**src/rtl/fifo_pkg.sv**
```systemverilog
// fifo_pkg: shared defaults, depth helper and pointer type for the sync FIFO slice
package fifo_pkg;
  localparam int ADDR_SIZE_DEF = 4;
  localparam int DATA_SIZE_DEF = 8;
  typedef logic [ADDR_SIZE_DEF:0] ptr_t;
  function automatic int depth_f(input int aw);
    return 1 << aw;
  endfunction
endpackage

```
**src/rtl/fifo_ram_2p.sv**
```systemverilog
// fifo_ram_2p: two-port FIFO storage; read port is combinational under SYNC_FIFO_FWFT_EN, registered otherwise
module fifo_ram_2p #(
  parameter int AW = 4,
  parameter int DW = 8
) (
  input  logic          clk,
  input  logic          rst_n,
  input  logic          we,
  input  logic [AW-1:0] waddr,
  input  logic [DW-1:0] wdata,
  input  logic          re,
  input  logic [AW-1:0] raddr,
  output logic [DW-1:0] rdata
);
  logic [DW-1:0] mem_q [1<<AW];
  always_ff @(posedge clk) begin
    if (we) mem_q[waddr] <= wdata;
  end
`ifdef SYNC_FIFO_FWFT_EN
  logic unused_rd;
  assign unused_rd = rst_n ^ re;
  assign rdata = mem_q[raddr];
`else
  logic [DW-1:0] rdata_q, rdata_d;
  always_comb rdata_d = re ? mem_q[raddr] : rdata_q;
  always_ff @(posedge clk or negedge rst_n) begin
    if (!rst_n) rdata_q <= '0;
    else rdata_q <= rdata_d;
  end
  assign rdata = rdata_q;
`endif
endmodule

```
**src/rtl/sync_fifo_ctrl.sv**
```systemverilog
// sync_fifo_ctrl: single-clock FIFO with count, thresholds and sticky errors; SYNC_FIFO_FWFT_EN selects fall-through reads
module sync_fifo_ctrl
  import fifo_pkg::*;
#(
  parameter int ADDR_SIZE = ADDR_SIZE_DEF,
  parameter int DATA_SIZE = DATA_SIZE_DEF,
  parameter int AF_MARGIN = 2,
  parameter int AE_MARGIN = 2
) (
  input  logic                 clk,
  input  logic                 rst_n,
  input  logic                 w_en,
  input  logic [DATA_SIZE-1:0] w_data,
  input  logic                 r_en,
  output logic [DATA_SIZE-1:0] r_data,
  output logic                 full,
  output logic                 empty,
  output logic                 almost_full,
  output logic                 almost_empty,
  output logic [ADDR_SIZE:0]   count,
  output logic                 overflow,
  output logic                 underflow,
  input  logic                 err_clr
);
  localparam int DEPTH = depth_f(ADDR_SIZE);
  localparam int PW = ADDR_SIZE + 1;
  localparam logic [ADDR_SIZE:0] AF_LVL = PW'(DEPTH - AF_MARGIN);
  localparam logic [ADDR_SIZE:0] AE_LVL = PW'(AE_MARGIN);
  localparam logic [ADDR_SIZE:0] ONE = {{ADDR_SIZE{1'b0}}, 1'b1};
  localparam logic [ADDR_SIZE:0] MSB = {1'b1, {ADDR_SIZE{1'b0}}};

  if (AF_MARGIN >= DEPTH || AE_MARGIN >= DEPTH) begin : g_bad_margin
    $error("sync_fifo_ctrl: AF_MARGIN and AE_MARGIN must be below DEPTH");
  end

  logic [ADDR_SIZE:0] wptr_q, wptr_d, rptr_q, rptr_d, count_q, count_d;
  logic full_q, full_d, empty_q, empty_d, af_q, af_d, ae_q, ae_d;
  logic ovf_q, ovf_d, unf_q, unf_d, w_acc, r_acc;

  always_comb begin
    w_acc   = w_en && !full_q;
    r_acc   = r_en && !empty_q;
    wptr_d  = w_acc ? wptr_q + ONE : wptr_q;
    rptr_d  = r_acc ? rptr_q + ONE : rptr_q;
    count_d = wptr_d - rptr_d;
    full_d  = (wptr_d ^ rptr_d) == MSB;
    empty_d = wptr_d == rptr_d;
    af_d    = count_d >= AF_LVL;
    ae_d    = count_d <= AE_LVL;
    ovf_d   = (w_en && full_q) || (ovf_q && !err_clr);
    unf_d   = (r_en && empty_q) || (unf_q && !err_clr);
  end

  always_ff @(posedge clk or negedge rst_n) begin
    if (!rst_n) begin
      wptr_q  <= '0;
      rptr_q  <= '0;
      count_q <= '0;
      full_q  <= 1'b0;
      empty_q <= 1'b1;
      af_q    <= 1'b0;
      ae_q    <= 1'b1;
      ovf_q   <= 1'b0;
      unf_q   <= 1'b0;
    end else begin
      wptr_q  <= wptr_d;
      rptr_q  <= rptr_d;
      count_q <= count_d;
      full_q  <= full_d;
      empty_q <= empty_d;
      af_q    <= af_d;
      ae_q    <= ae_d;
      ovf_q   <= ovf_d;
      unf_q   <= unf_d;
    end
  end

  fifo_ram_2p #(.AW(ADDR_SIZE), .DW(DATA_SIZE)) u_ram (
    .clk   (clk),
    .rst_n (rst_n),
    .we    (w_acc),
    .waddr (wptr_q[ADDR_SIZE-1:0]),
    .wdata (w_data),
    .re    (r_acc),
    .raddr (rptr_q[ADDR_SIZE-1:0]),
    .rdata (r_data)
  );

  assign full         = full_q;
  assign empty        = empty_q;
  assign almost_full  = af_q;
  assign almost_empty = ae_q;
  assign count        = count_q;
  assign overflow     = ovf_q;
  assign underflow    = unf_q;
endmodule

```
**config.mk**
```make
export PLATFORM = sky130hd
export DESIGN_NAME = sync_fifo_ctrl
export DESIGN_NICKNAME = d
export VERILOG_FILES = /design/src/rtl/fifo_pkg.sv /design/src/rtl/fifo_ram_2p.sv /design/src/rtl/sync_fifo_ctrl.sv
export SDC_FILE = /design/constraint.sdc
export NUM_CORES = 1
export LEC_CHECK = 0
export CAP_MARGIN = 40
export CORE_MARGIN = 8
export CORE_UTILIZATION = 34
export DETAILED_ROUTE_END_ITERATION = 16
export HOLD_SLACK_MARGIN = 0.08
export PLACE_DENSITY = 0.55
export SLEW_MARGIN = 0
export SYNTH_ARGS = -nofsm -noshare
export SYNTH_HDL_FRONTEND = slang
export SYNTH_HIERARCHICAL = 1
export SYNTH_SLANG_ARGS = --single-unit
```
**constraint.sdc**
```tcl
create_clock -name clk -period 2.3 [get_ports clk]
set_input_delay 0.46 -clock clk [delete_from_list [all_inputs] [get_ports clk]]
set_output_delay 0.46 -clock clk [all_outputs]
set_load 0.01 [all_outputs]
```
==> results of run 1 <==
-- cells in the final DEF (no fill, tap or decap), types with 2 or more instances in the layout --
| cell type | instances |
|---|---|
| buf_4 | 47 |
| nand2_1 | 5 |
| o21ai_0 | 2 |
| a221oi_2 | 8 |
| clkinv_4 | 2 |
| clkdlybuf4s50_1 | 29 |
| ha_1 | 3 |
| nand2b_1 | 3 |
| nor3_1 | 4 |
| clkinvlp_4 | 4 |
| mux4_2 | 26 |
| clkinv_2 | 2 |
| nand2_2 | 2 |
| nand4_1 | 2 |
| edfxtp_1 | 128 |
| mux2i_1 | 8 |
| xnor2_1 | 3 |
| dfrtp_1 | 26 |
| inv_6 | 5 |
| clkbuf_16 | 17 |
| inv_1 | 14 |
| nand4_2 | 2 |
| dfstp_2 | 2 |
| mux4_1 | 6 |
| nor2_1 | 22 |
| nand3b_1 | 3 |
| maj3_2 | 3 |
| dlygate4sd2_1 | 2 |
| xor2_2 | 2 |
| xnor2_2 | 8 |
| o22ai_1 | 7 |
-- registers in the layout, indices dropped and copies added, names as in the netlist --
| register | count |
|---|---|
| underflow | 1 |
| wptr_q | 5 |
| u_ram/rdata | 8 |
| overflow | 1 |
| u_ram/mem_q | 128 |
| almost_empty | 1 |
| empty | 1 |
| count | 5 |
| rptr_q | 5 |
| almost_full | 1 |
| full | 1 |
-- worst register-to-register path, stage by stage (launching register included) --
cell,delay (ns)
dfstp_2,0.53
nand2b_4,0.14
xnor2_2,0.08
ha_2,0.20
fa_2,0.34
maj3_2,0.32
maj3_2,0.32
xor2_2,0.18
o2111a_1,0.20
-- stage by stage --
stage	util [%]	instances
floorplan	-	322
global placement	38.8	618
detailed placement	38.8	618
CTS	42.0	652
global route	42.1	652
finish	42.1	652
-- cell families (layout without fill, tap and decap cells) --
family                     count (synthesis)  after routing  synth area share [%]
AOI/OAI and AO/OA                         21             21                  3.31
DFF                                      157            157                  71.9
and+or+nand+nor                           51             51                  4.27
muxes                                     41             41                  13.1
xor gates and xnor gates                  14             14                  2.75
adders and majority gates                  8              8                  1.61
buffers and inverters                     30            126                  3.07
-- metal layers --
| metal | vias to the layer above | routed length (um) |
|---|---|---|
| li1 | 1444 | - |
| met1 | 1655 | 5680 |
| met2 | 84 | 6160 |
| met3 | 13 | 817 |
| met4 | 0 | 168 |
| met5 | - | 0 |
-- power groups by stage --
stage                     registers [uW]  clock network (uW)  logic, uW
final                               3850                2640       4200
after detailed placement            3900                   0       4110
after global routing                3890                2790       4570
after global placement              3890                   0       4050
after CTS                           3850                2700       4200
after floorplan                     3970                   0       2670
-- timing repair --
action,CTS,global route
setup endpoints to repair,4,6
pin swaps,6,6
setup buffers,3,0
gates resized for setup,7,4
hold buffers,0,0
-- final timing paths --
path / startpoint / endpoint / cells after the start / slack, ns
setup / recovery: empty / almost_empty / 8 / -0.07
hold / removal: rst_n / overflow / 2 / 0.43
setup reg to reg: empty / almost_empty / 8 / -0.07
hold reg to reg: wptr_q[4] / wptr_q[4] / 1 / 0.52
max in group asynchronous: rst_n / almost_empty / 2 / 1.54
min in group clk: wptr_q[4] / wptr_q[4] / 1 / 0.52
-- layout make-up --
class	instances	area (um2)	share of cell area, %
repair buffers	79	672	8.62
multi-input cells	135	1640	21.0
well taps	234	293	3.76
flip-flops and latches	157	4570	58.7
inverters	15	58.8	0.754
clock inverters	15	135	1.73
clock buffers	17	425	5.46
==> results.ini, run 1 <==
[run_status]
outcome = complete, but fails checks
violations = setup timing

[worst_setup_path]
crit_fanout = 3
startpoint_type = flip-flop
critical_path_class = reg2reg
cpPeakStageDelay_ns = 0.53
path_delay_family = adder cells
critPathArrivalTime_ns = 2.73
crit_top_cell = maj3_2
endpoint_kind = flip-flop
worstPathBufferInverterCount = 0
cp_slowest_cell = dfstp_2
cp_cell_sequence = nand2b_4 > xnor2_2 > ha_2 > fa_2 > maj3_2 > maj3_2 > xor2_2 > o2111a_1
crit_required_ns = 2.66

[floorplan]
start_util_pct = 34.3
pin_count = 32
fp.dieW_um = 153
die_h_um = 153
core_mm2 = 0.0185
die_area_mm2 = 0.0233
row_count = 50

[route]
drt_iter0_drc = 194
wirelength_um = 12800
num_vias = 3196
firstDrtPassIters = 4
drc = 0
avgRoutedWirePerCell_um = 19.7
avgViaCountPerCell = 4.90
ant_nets = 0

[final_layout]
layout.nets = 423
final_layout_size_suffix_gt1_share_pct = 34.2
n_fill_cell = 1633
postLayoutCellArea_mm2 = 0.00779
n_antenna_cell = 0
syn_to_final_growth_pct = 22.6

[power_and_ir_drop]
p_total_uw = 10700
p_leak_uw = 0.00276
swShare_pct = 32.7
intPower_uw = 7190
seqPwrFrac_pct = 36.0
ir_worst_vdd_mv = 1.09
power_frac_clock_pct = 24.7
switchingPower_uw = 3490
combPwrFrac_pct = 39.3
p_per_area_mw_per_mm2 = 1370

[cts]
clkLatencyLatePin_ns = 0.42
cts_tree = done
clk_pin_slew_ns = 0.06
cts_buffer_depth = 2
numCtsBuffers = 17
cts.root.buffer_cell = clkbuf_16
cts.sinks = 157
cts_htree_levels = 4

[yosys]
synth.most_common_cell = edfxtp_1
synth.top_cells.by_count = edfxtp_1 (128), dfrtp_1 (27), mux4_2 (26)
syn_area_per_cell_um2 = 19.8
ys_seq_elements = 157
synth-async-reset-ratio_pct = 18.5
synth_edf_count = 128
synth_top_area_share_pct = 60.4
syn_nets = 340
ys_seq_area_share_pct = 71.9
synthTopCellsByArea = edfxtp_1 (60%), dfrtp_1 (11%), mux4_2 (9.2%)
postSynthCellCount = 322
yosysUniqueCellTypes = 43
yosys_warnings = 6
synth_top_cell_by_area = edfxtp_1
ys.flop_type = edfxtp_1
netlist_area_mm2 = 0.00636

[sta]
fin_ws_ns = -0.0684
final_hold_viol_count = 0
setup_viol = 2
min_period_over_period_pct = 103
setup-tns-final_ns = -0.0945
skew_ns = 0.00912
fin_crit_ns = 2.37
fin_hold_ws_ns = 0.429
slew_viol_final = 0
relSlewSlack_pct = 61.9
fmax_ghz = 0.422
rsz0062_at_grt = true
tightest_slew_ns = 0.570

[grt]
gr-usage-met1_pct = 14.2
met3_usage_pct = 3.77
grt_pass1_vias = 3460
grt.busiest_layer = met2
grt_overflow = 0
grt_usage_pct = 11.6
grt_pass1_wl_um = 19900
grt_max_degree = 30
gr-usage-met2_pct = 18.4
antenna_found_initial = 0

[place]
port_buffers = 31
place_area_mm2 = 0.00719
gp_congestion = 0.784
dpl.hpwl_um = 8490
dp_slack_ns = -0.637

[flow_run]
drv_cap = 0

[hold_path]
min_path_type = in2async

(Power assumes the default switching activity.)
==> inputs of run 2 (changes only) <==
==> constraint.sdc (replaced) <==
create_clock -name clk -period 2.3 [get_ports clk]
set_input_delay 0.46 -clock clk [delete_from_list [all_inputs] [get_ports clk]]
set_output_delay 0.46 -clock clk [all_outputs]
set_load 0.05 [all_outputs]
==> run 2 against run 1 <==
Net effect: the flow still finishes with violations (setup timing); cell area fell by 0.22%; first-iteration DRC count fell by 26%; clock power fell by 2%; setup slack improved by 0.023 ns; power rose by 4.5%; register-to-register slack improved by 0.02 ns; flip-flop and latch count did not move; global-route usage rose by 0.30 points; die area did not move; maximum frequency rose by 0.99%; largest cell class unchanged.
==> results.ini, run 2 (synthesized netlist as in run 1, its figures left out) <==
[final_layout]
final_layout_size_suffix_gt1_share_pct = 32.9  ; -1.3 points
final_common_cell = edfxtp_1
n_antenna_cell = 0  ; unchanged
regMostFlops = u_ram/mem_q
n_fill_cell = 1656  ; +1.4%
layout_common_cells = edfxtp_1 (128), buf_4 (40), clkdlybuf4s50_1 (28)
largest_register_ffs = 128  ; unchanged
stdcell_count = 647  ; -0.77%
syn_to_final_growth_pct = 22.3
layout.nets = 419  ; -0.95%

[route]
firstDrtPassIters = 4  ; unchanged
avgViaCountPerCell = 4.90  ; about the same
drc = 0  ; unchanged
avgRoutedWirePerCell_um = 20.0  ; +1.6%
ant_nets = 0  ; unchanged
wirelength_um = 12900  ; +0.79%
drt_iter0_drc = 143  ; -26%
num_vias = 3170  ; -0.81%

[power_and_ir_drop]
combPwrFrac_pct = 42.1  ; +2.8 points
p_leak_uw = 0.00274  ; -0.69%
swShare_pct = 35.3  ; +2.6 points
switchingPower_uw = 3940  ; +13%
power_frac_clock_pct = 23.2  ; -1.5 points
p_per_area_mw_per_mm2 = 1440  ; +4.7%
p_total_uw = 11200  ; +4.5%
ir_worst_vdd_mv = 1.06  ; -2.9%
seqPwrFrac_pct = 34.7  ; -1.3 points
intPower_uw = 7220  ; +0.42%

[place]
port_buffers = 31  ; unchanged
dp.cells = 612  ; -0.97%
gp_congestion = 0.788  ; +0.43%
dpl.hpwl_um = 8080  ; -4.8%
dp_slack_ns = -0.635  ; +0.00201 ns

[sta]
tightest_slew_ns = 0.571  ; +0.00114 ns
slew_viol_final = 0  ; unchanged
rsz0062_at_grt = true
skew_ns = 0.00814  ; -0.000977 ns
final_hold_viol_count = 0  ; unchanged
fin_ws_ns = -0.0453  ; +0.0232 ns
fin_crit_ns = 2.35  ; -0.0232 ns
setup-tns-final_ns = -0.0563  ; +0.0382 ns
setup_viol = 2  ; unchanged
relSlewSlack_pct = 61.8  ; -0.076 points
min_period_over_period_pct = 102  ; -1.0 points
fmax_ghz = 0.426  ; +0.99%

[floorplan]
core_mm2 = 0.0185  ; unchanged
row_count = 50  ; unchanged
die_area_mm2 = 0.0233  ; unchanged
fp.dieW_um = 153  ; unchanged
start_util_pct = 34.3  ; unchanged
die_h_um = 153  ; unchanged
pin_count = 32  ; unchanged

[cts]
clk_pin_slew_ns = 0.06  ; about the same
clkLatencyLatePin_ns = 0.41  ; about the same
cts-hold-fix-buffers = 0  ; unchanged
numCtsBuffers = 17  ; unchanged
cts.sinks = 157  ; unchanged
cts.root.buffer_cell = clkbuf_16
cts_tree = done
cts_buffer_depth = 2  ; unchanged
cts_htree_levels = 4  ; unchanged

[hold_path]
min_path_type = in2async

[worst_setup_path]
startpoint_type = flip-flop
endpoint_kind = flip-flop
critical_path_class = reg2reg
critPathArrivalTime_ns = 2.69  ; -0.04 ns
crit_fanout = 3  ; unchanged
crit_required_ns = 2.65  ; about the same

[run_status]
violations = setup timing
outcome = complete, but fails checks

[grt]
grt_pass1_vias = 3426  ; -0.98%
grt_overflow = 0  ; unchanged
antenna_found_initial = 0  ; unchanged
grt_pass1_wl_um = 20500  ; +2.7%
grt_usage_pct = 11.8  ; +0.30 points
grt_max_degree = 35  ; +17%

[flow_run]
drv_cap = 0  ; unchanged

run 2: cell count changes in the layout (fill, tap and decap cells not counted), moves of 2 or more:
cell,delta
buf_4,-7
buf_6,+2
clkinv_4,+2
clkinvlp_4,-2
inv_6,-2
run 2: routing by layer:
| metal | vias to the layer above | part of all wire [%] | track usage [%] |
|---|---|---|---|
| met2 | 71 | 48 | 18.3 |
| met5 | - | 0 | 0 |
| li1 | 1428 | - | - |
| met4 | 0 | 0.84 | 3.30 |
| met3 | 6 | 6.5 | 4.54 |
| met1 | 1665 | 45 | 15.3 |
run 2: power by group through the flow:
stage / Sequential (uW) / Clock (uW) / Combinational [uW]
after floorplan: 4460 / 0 / 2670
after global placement: 3910 / 0 / 4530
after detailed placement: 3920 / 0 / 4580
after CTS: 3870 / 2650 / 4650
after global routing: 3930 / 2770 / 5090
final: 3870 / 2590 / 4700
run 2: what timing repair did:
action                     in CTS  in global routing
buffers inserted                1                  3
setup endpoints to repair       5                  4
pin swaps                       4                  5
resized for setup               7                  6
run 2: cell type report:
| cell class | count | area, um2 | share of cell area, % |
|---|---|---|---|
| repair buffers | 75 | 661 | 8.49 |
| inverters | 15 | 58.8 | 0.756 |
| multi-input cells | 135 | 1640 | 21.1 |
| flip-flops and latches | 157 | 4570 | 58.8 |
| clock inverters | 13 | 119 | 1.53 |
| clock buffers | 18 | 429 | 5.52 |
| well taps | 234 | 293 | 3.76 |
run 2: through the flow:
step / utilization, % / instance area, um2 / hold WS [ns]
after floorplan: - / 6370 / 0.164
after global placement: 38.6 / 7150 / 0.515
after detailed placement: 38.6 / 7150 / 0.516
after CTS: 41.7 / 7720 / 0.437
after global routing: 42.0 / 7780 / 0.481
final: 42.0 / 7780 / 0.436
run 2: worst paths after layout:
kind	start	end	slack, ns	depth (start not counted)
min in group clk	wptr_q[4]	wptr_q[4]	0.53	1
max in group asynchronous	rst_n	almost_empty	1.55	2
max reg2reg	empty	almost_empty	-0.05	10
min	rst_n	full	0.44	2
max	empty	almost_empty	-0.05	10
min reg2reg	wptr_q[4]	wptr_q[4]	0.53	1
run 2: worst max-delay path, cell delays in order (launching register included):
cell and delay (ns):
dfstp_2 0.53, nand2b_4 0.14, buf_6 0.10, inv_4 0.03, nand2_2 0.05, nand2_2 0.08
fa_2 0.37, maj3_2 0.31, maj3_2 0.32, xor2_2 0.17, o2111a_1 0.19
